===== config.mk =====
export PLATFORM = sky130hd
export DESIGN_NAME = ufm_write_seq
export DESIGN_NICKNAME = d
export VERILOG_FILES = /design/src/rtl/ufm_write_seq.sv
export SDC_FILE = /design/constraint.sdc
export NUM_CORES = 1
export LEC_CHECK = 0
export CAP_MARGIN = 10
export CORE_MARGIN = 2
export CORE_UTILIZATION = 51
export DETAILED_ROUTE_END_ITERATION = 8
export HOLD_SLACK_MARGIN = 0.1
export PLACE_DENSITY_LB_ADDON = 0.1
export RECOVER_POWER = 25
export SYNTH_ARGS = -nofsm -noshare
export SYNTH_HDL_FRONTEND = slang
export SYNTH_SLANG_ARGS = --single-unit

===== constraint.sdc =====
create_clock -name clk -period 2.95 [get_ports clk]
set_clock_uncertainty 0.15 [all_clocks]
set_input_delay 0.4425 -clock clk [delete_from_list [all_inputs] [get_ports clk]]
set_output_delay 0.4425 -clock clk [all_outputs]
set_load 0.01 [all_outputs]

===== src/rtl/ufm_write_seq.sv =====
// Writes a captured block of configuration words into the UFM data port, then
// polls the CSR busy field after each word, with bounded retry on poll timeout.
//
// state  | meaning
// IDLE   | waiting for start; image not held
// WRITE  | write strobe asserted, waiting for waitrequest low
// SETTLE | fixed wait before trusting csr_status
// POLL   | waiting for csr_status idle, timer running
// NEXT   | word complete; advance index or finish
// FINISH | done pulse, busy dropped
// FAIL   | retries exhausted, error latched
module ufm_write_seq #(
  parameter int NUM_WORDS      = 6,
  parameter int ADDR_W         = 16,
  parameter int DATA_W         = 32,
  parameter int BASE_ADDR      = 0,
  parameter int SETTLE_CYCLES  = 2,
  parameter int TIMEOUT_CYCLES = 4095,
  parameter int MAX_RETRY      = 2
) (
  input  logic                        clk,
  input  logic                        reset_n,
  input  logic                        start,
  input  logic [NUM_WORDS*DATA_W-1:0] image,
  output logic                        ufmwrite,
  output logic [ADDR_W-1:0]           write_addr,
  output logic [DATA_W-1:0]           writedata,
  input  logic                        waitrequest,
  input  logic [1:0]                  csr_status,
  output logic                        busy,
  output logic                        done,
  output logic                        error,
  output logic [7:0]                  err_index,
  output logic [7:0]                  words_written
);

  localparam int TMR_SPAN = (TIMEOUT_CYCLES > SETTLE_CYCLES) ? TIMEOUT_CYCLES : SETTLE_CYCLES;
  localparam int TMR_W    = $clog2(TMR_SPAN + 1);
  localparam int RTY_W    = (MAX_RETRY < 1) ? 1 : $clog2(MAX_RETRY + 1);
  localparam logic [ADDR_W-1:0] BASE = ADDR_W'(BASE_ADDR);

  generate
    if (NUM_WORDS < 1 || NUM_WORDS > 256) begin : g_bad_num_words
      $error("ufm_write_seq: NUM_WORDS must be within 1..256");
    end
  endgenerate

  typedef enum logic [2:0] {
    S_IDLE, S_WRITE, S_SETTLE, S_POLL, S_NEXT, S_FINISH, S_FAIL
  } state_t;

  state_t                      state;
  logic [NUM_WORDS*DATA_W-1:0] shadow;
  logic [7:0]                  idx;
  logic [RTY_W-1:0]            retry;
  logic [TMR_W-1:0]            timer;
  logic [7:0]                  idx_nxt;

  assign idx_nxt = idx + 8'd1;

  always_ff @(posedge clk or negedge reset_n) begin
    if (!reset_n) begin
      state         <= S_IDLE;
      shadow        <= '0;
      idx           <= '0;
      retry         <= '0;
      timer         <= '0;
      ufmwrite      <= 1'b0;
      write_addr    <= BASE;
      writedata     <= '0;
      busy          <= 1'b0;
      done          <= 1'b0;
      error         <= 1'b0;
      err_index     <= '0;
      words_written <= '0;
    end else begin
      done <= 1'b0;
      case (state)
        S_IDLE: begin
          if (start) begin
            shadow        <= image;
            idx           <= '0;
            retry         <= '0;
            error         <= 1'b0;
            words_written <= '0;
            busy          <= 1'b1;
            ufmwrite      <= 1'b1;
            write_addr    <= BASE;
            writedata     <= image[DATA_W-1:0];
            state         <= S_WRITE;
          end
        end
        S_WRITE: begin
          if (!waitrequest) begin
            ufmwrite <= 1'b0;
            timer    <= '0;
            state    <= S_SETTLE;
          end
        end
        S_SETTLE: begin
          if (timer == TMR_W'(SETTLE_CYCLES - 1)) begin
            timer <= '0;
            state <= S_POLL;
          end else begin
            timer <= timer + 1'b1;
          end
        end
        S_POLL: begin
          if (csr_status == 2'b00) begin
            state <= S_NEXT;
          end else if (timer == TMR_W'(TIMEOUT_CYCLES - 1)) begin
            // address and data registers still hold the word being retried
            if (retry < RTY_W'(MAX_RETRY)) begin
              retry    <= retry + 1'b1;
              ufmwrite <= 1'b1;
              state    <= S_WRITE;
            end else begin
              err_index <= idx;
              error     <= 1'b1;
              busy      <= 1'b0;
              state     <= S_FAIL;
            end
          end else if (timer != {TMR_W{1'b1}}) begin
            timer <= timer + 1'b1;
          end
        end
        S_NEXT: begin
          words_written <= words_written + 8'd1;
          retry         <= '0;
          if (idx == 8'(NUM_WORDS - 1)) begin
            done  <= 1'b1;
            busy  <= 1'b0;
            state <= S_FINISH;
          end else begin
            idx        <= idx_nxt;
            ufmwrite   <= 1'b1;
            write_addr <= BASE + ADDR_W'(idx_nxt);
            writedata  <= shadow[int'(idx_nxt)*DATA_W +: DATA_W];
            state      <= S_WRITE;
          end
        end
        S_FINISH: state <= S_IDLE;
        S_FAIL: begin
          ufmwrite <= 1'b0;
          state    <= S_IDLE;
        end
        default: state <= S_IDLE;
      endcase
    end
  end

endmodule


Word level (Yosys, flattened, before mapping):

Index checks and enable logic that the tools add are counted.

* flip-flop bits (word level): 285
* input bits: 198
* output and inout port bits: 68

* $add $sub $neg: 4
* order comparisons: 1
* equal/unequal tests: 21
* shifts and indexed selects: 1
* muxes and demuxes: 48
* bitwise gates (word level): 2
* reductions and logical operators: 17

Operators with widths (number)
* variable part select 192 x 14 -> 32 bit: 1
* 2-to-1 mux 32 bit: 2
* case mux 32 bit (2 select lines): 1
* 2-to-1 mux 12 bit: 5
* case mux 12 bit (3 select lines): 1
* 2-to-1 mux 16 bit: 2
* case mux 16 bit (2 select lines): 1
* case mux 8 bit (2 select lines): 2
* inequality test 2 bit, second input constant: 11
* 2-to-1 mux 3 bit: 7
* adder 8 x 1 -> 8 bit, second input constant: 2
* 2-to-1 mux 1 bit: 16
* 2-to-1 mux 8 bit: 2
* case mux 3 bit (5 select lines): 1
* AND reduction 5 bit: 3
* adder 12 x 1 -> 12 bit, second input constant: 1
* == test 12 x 1 -> 1 bit, second input constant: 1
* == test 12 bit, second input constant: 1
* inequality test 12 bit, second input constant: 1
* == test 8 x 3 -> 1 bit, second input constant: 1
* 2-to-1 mux 2 bit: 4
* AND reduction 4 bit: 2
* AND reduction 7 bit: 1
* == test 3 x 2 -> 1 bit, second input constant: 2
* other kinds (18): 23

Logic depth before layout (Yosys ltp):

* depth in word-level cells: 5
* gate-level depth with buffers: 9

Worst setup path after synthesis:

OpenSTA, ideal clock, no wires.

* kind: register to register
* from: reg, netlist name write_addr[1]
* to: reg writedata[0]
* arrival: 1.869 ns
* data required time: 2.669 ns
* setup slack: 0.800 ns
* cell stages (with the launch flop): 9
* period minus slack after synthesis: 2.150 ns
* cell sequence: dfrtp_1 -> inv_1 -> ha_1 -> or4b_1 -> nor3_4 -> nor2_1 -> nand2_1 -> buf_2 -> o211ai_1

RTL lines
* end signal, assigned: line 89 `writedata <= image[DATA_W-1:0];`
* end signal, assigned: line 138 `writedata <= shadow[int'(idx_nxt)*DATA_W +: DATA_W];`
* end, declared: line 27 `output logic [DATA_W-1:0] writedata,`

==> out/metrics.cfg <==
[grt]
grt_start_max_net_pins=80
grt_pass1_vias=10500
overflow=0
grt_pass1_wl_um=54500
grtUsageTotal_pct=26.4
antenna_found_initial=1

[synthesis]
yosys_most_used_dff=dfrtp_1
synth_edf_count=0
async_flop_share_pct=100
ys_ff_latch=269
syn_area_um2=12300
syn_inst=1411
yosys_warnings=0
synthSimpleGateAreaFrac_pct=26.3
synth_top_family_by_area=simple AND/OR/NAND/NOR gates
yosys.area_share.adder_pct=0.609
synth_compound_area_share_pct=7.19
yosysSeqAreaShare_pct=54.6
yosys.cell_types.count=56
synth_xor_area_share_pct=0.924
syn_avg_cell_area_um2=8.73
synth_mux_area_share_pct=6.78

[timing]
rsz0062_at_grt=no
fmax_mhz=402
fin_hold_ws_ns=0.276
setup_viol=0
tightest_slew_ns=1.28
final-hold-violation-count=0
final.setup.tns_ns=0
slew_viol_final=0
finalCritPeriodShare_pct=84.3
slew_headroom_pct=14.8
post-route-min-period_ns=2.49

[route]
drt-initial-drc-count=818
drc=0
drtPass1Iterations=5
ant_nets=0
wl_um=33400
wire_per_inst_um=16.8
viasPerCell=5.31
route.vias.total=10500

[final_layout]
drive_gt1_share_pct=6.30
finalInstanceArea_um2=16300
fillers=1879
seq_area_um2=6730
multi_input_area_um2=5240
syn_to_final_growth_pct=32.1
num-nets-final=1855

[clock_network]
clkLatencyLatePin_ns=0.54
cts-htree-levels=1
numCtsBuffers=28
cts.reportedPaths.clkPinSlew_ns=0.06
cts_tree=done
post_cts_buffers=0
clock_sinks=269
ctsResizeCount=0
cts-root-buf=clkbuf_16
cts_max_path_buffers=3

[floorplan]
die_width_um=159
rows=56
die_h_um=159
dieArea_um2=25400
io_pins=266
coreArea_um2=23600
start_util_pct=52.2

[worst_setup_path]
startpoint_type=register
ff2ff_path_depth=8
worstPathArrival_ns=2.74
cpPeakStageDelay_ns=0.50
ff2ff_setup_slack_ns=0.46
cp.required_ns=3.21
critical_path.max_fanout=21
critPathKind=reg -> reg
endpoint_kind=register
path_cells=inv_1 > ha_1 > or4b_1 > nor3_4 > nor2_1 > nand2_2 > buf_12 > o211ai_1
worstReg2RegStart=write_addr[1]
reg2reg_to=writedata[13]
cp_slowest_cell=or4b_1

[power]
powerDensity_nw_per_um2=925
total_power_mw=15.1
power_leakage_nw=7.67
peakVddDrop_mv=0.581

[worst_hold_path]
min_path_cells=3
min_to=shadow[37]
min_from=image[37]
holdCritPathClass=in -> reg

[place]
dp_hpwl_um=22900
gp_congestion=0.874
numPortBuffers=257
placed_cell_area_um2=15400

[status]
status=completed

[flow_run]
drv_cap=0

state kept, by name (all words and copies together) (netlist names):
| signal | cells |
|---|---|
| err_index | 8 |
| writedata | 32 |
| done | 1 |
| timer | 12 |
| words_written | 8 |
| retry | 2 |
| ufmwrite | 1 |
| error | 1 |
| busy | 1 |
| write_addr | 8 |
| state | 3 |
| shadow | 192 |
critical path, delay by kind of cell, from the launching register on:
| family | cells | cell delay [ns] |
|---|---|---|
| compound gates | 1 | 0.13 |
| flops | 1 | 0.42 |
| simple gates | 4 | 1.19 |
| fa+ha+maj | 1 | 0.13 |
| buf+inv | 2 | 0.33 |
stage by stage:
stage	util, %	instances	setup WS (ns)
4_1_cts	69.2	1985	0.442
3_5_place_dp	65.2	1939	0.322
5_1_grt	68.9	1986	0.285
3_3_place_gp	65.2	1939	0.428
2_1_floorplan	-	1418	0.800
6_report	68.9	1986	0.462
repair_timing:
action | CTS | global route
setup endpoints to repair | 0 | 0
endpoints found under the hold margin | 75 | 0
hold buffers | 1 | 0
area by class of cell:
class | count | area share (%)
well taps | 319 | 2.45
flip-flops and latches | 269 | 41.4
inverters | 7 | 0.161
clock inverters | 10 | 0.853
diodes | 1 | 0.0154
repair buffers | 290 | 18.2
clock buffers | 35 | 4.84
multi-input cells | 1055 | 32.2
how the worst max path moves through the flow:
| stage | startpoint | to | slack, ns | cells after the start |
|---|---|---|---|---|
| 5_1_grt | reset_n | write_addr[4] | 0.29 | 3 |
| 2_1_floorplan | write_addr[1] | writedata[0] | 0.80 | 8 |
| 3_3_place_gp | waitrequest | timer[10] | 0.43 | 6 |
| 6_report | write_addr[1] | writedata[13] | 0.46 | 8 |
| 3_5_place_dp | waitrequest | timer[3] | 0.32 | 5 |
| 4_1_cts | write_addr[1] | writedata[13] | 0.44 | 8 |
logic make-up after synthesis:
family	count (synthesis)
other	1
DFF	269
muxes	77
xor gates and xnor gates	13
buffers and inverters	94
AOI/OAI and AO/OA	142
and+or+nand+nor	809
adders and majority gates	6
metal layers:
layer  global-route usage [%]  part of all wire, %  up-vias
met5                        0                    0        -
met4                     6.94                  2.5        0
met3                     4.35                  5.8       49
met2                     44.2                   48      347
met1                     36.0                   44     5094
li1                         -                    -     5056
layout by cell type (no fill, tap or decap), types with 4 or more instances in the layout:
master	synthesis	final
nor3_1	8	8
inv_1	7	7
o211ai_1	31	31
nand4_1	6	6
conb_1	1	8
clkdlybuf4s50_1	0	256
ha_1	6	6
buf_12	0	11
xor2_1	5	4
o21ai_0	17	17
buf_4	9	17
mux2_4	8	8
a21oi_1	38	38
o21ai_1	4	4
mux2i_1	67	67
clkbuf_8	0	6
clkinv_2	0	5
xnor2_1	8	7
dfrtp_1	269	268
clkbuf_2	0	4
clkbuf_16	0	28
nor2_1	63	63
nand3_1	14	13
nand2_1	684	683
o22ai_1	32	32
report_power, final:
| group | total (mW) | internal [mW] | switching [mW] |
|---|---|---|---|
| Clock | 3.54 | 2.13 | 1.41 |
| Sequential | 6.03 | 5.17 | 0.862 |
| Combinational | 5.48 | 2.36 | 3.12 |
| Total | 15.1 | 9.66 | 5.39 |
Yosys cell counts (9+ instances only):
master,n,area (µm²)
mux2i_1,67,671
o22ai_1,32,200
a21oi_1,38,190
nand3_1,14,70.1
dfrtp_1,269,6730
o21ai_0,17,85.1
buf_4,9,67.6
clkbuf_1,51,191
nor2_1,63,236
nand2_1,684,2570
o211ai_1,31,233
buf_2,18,90.1
Note: power is estimated with default switching activity, not from simulation.
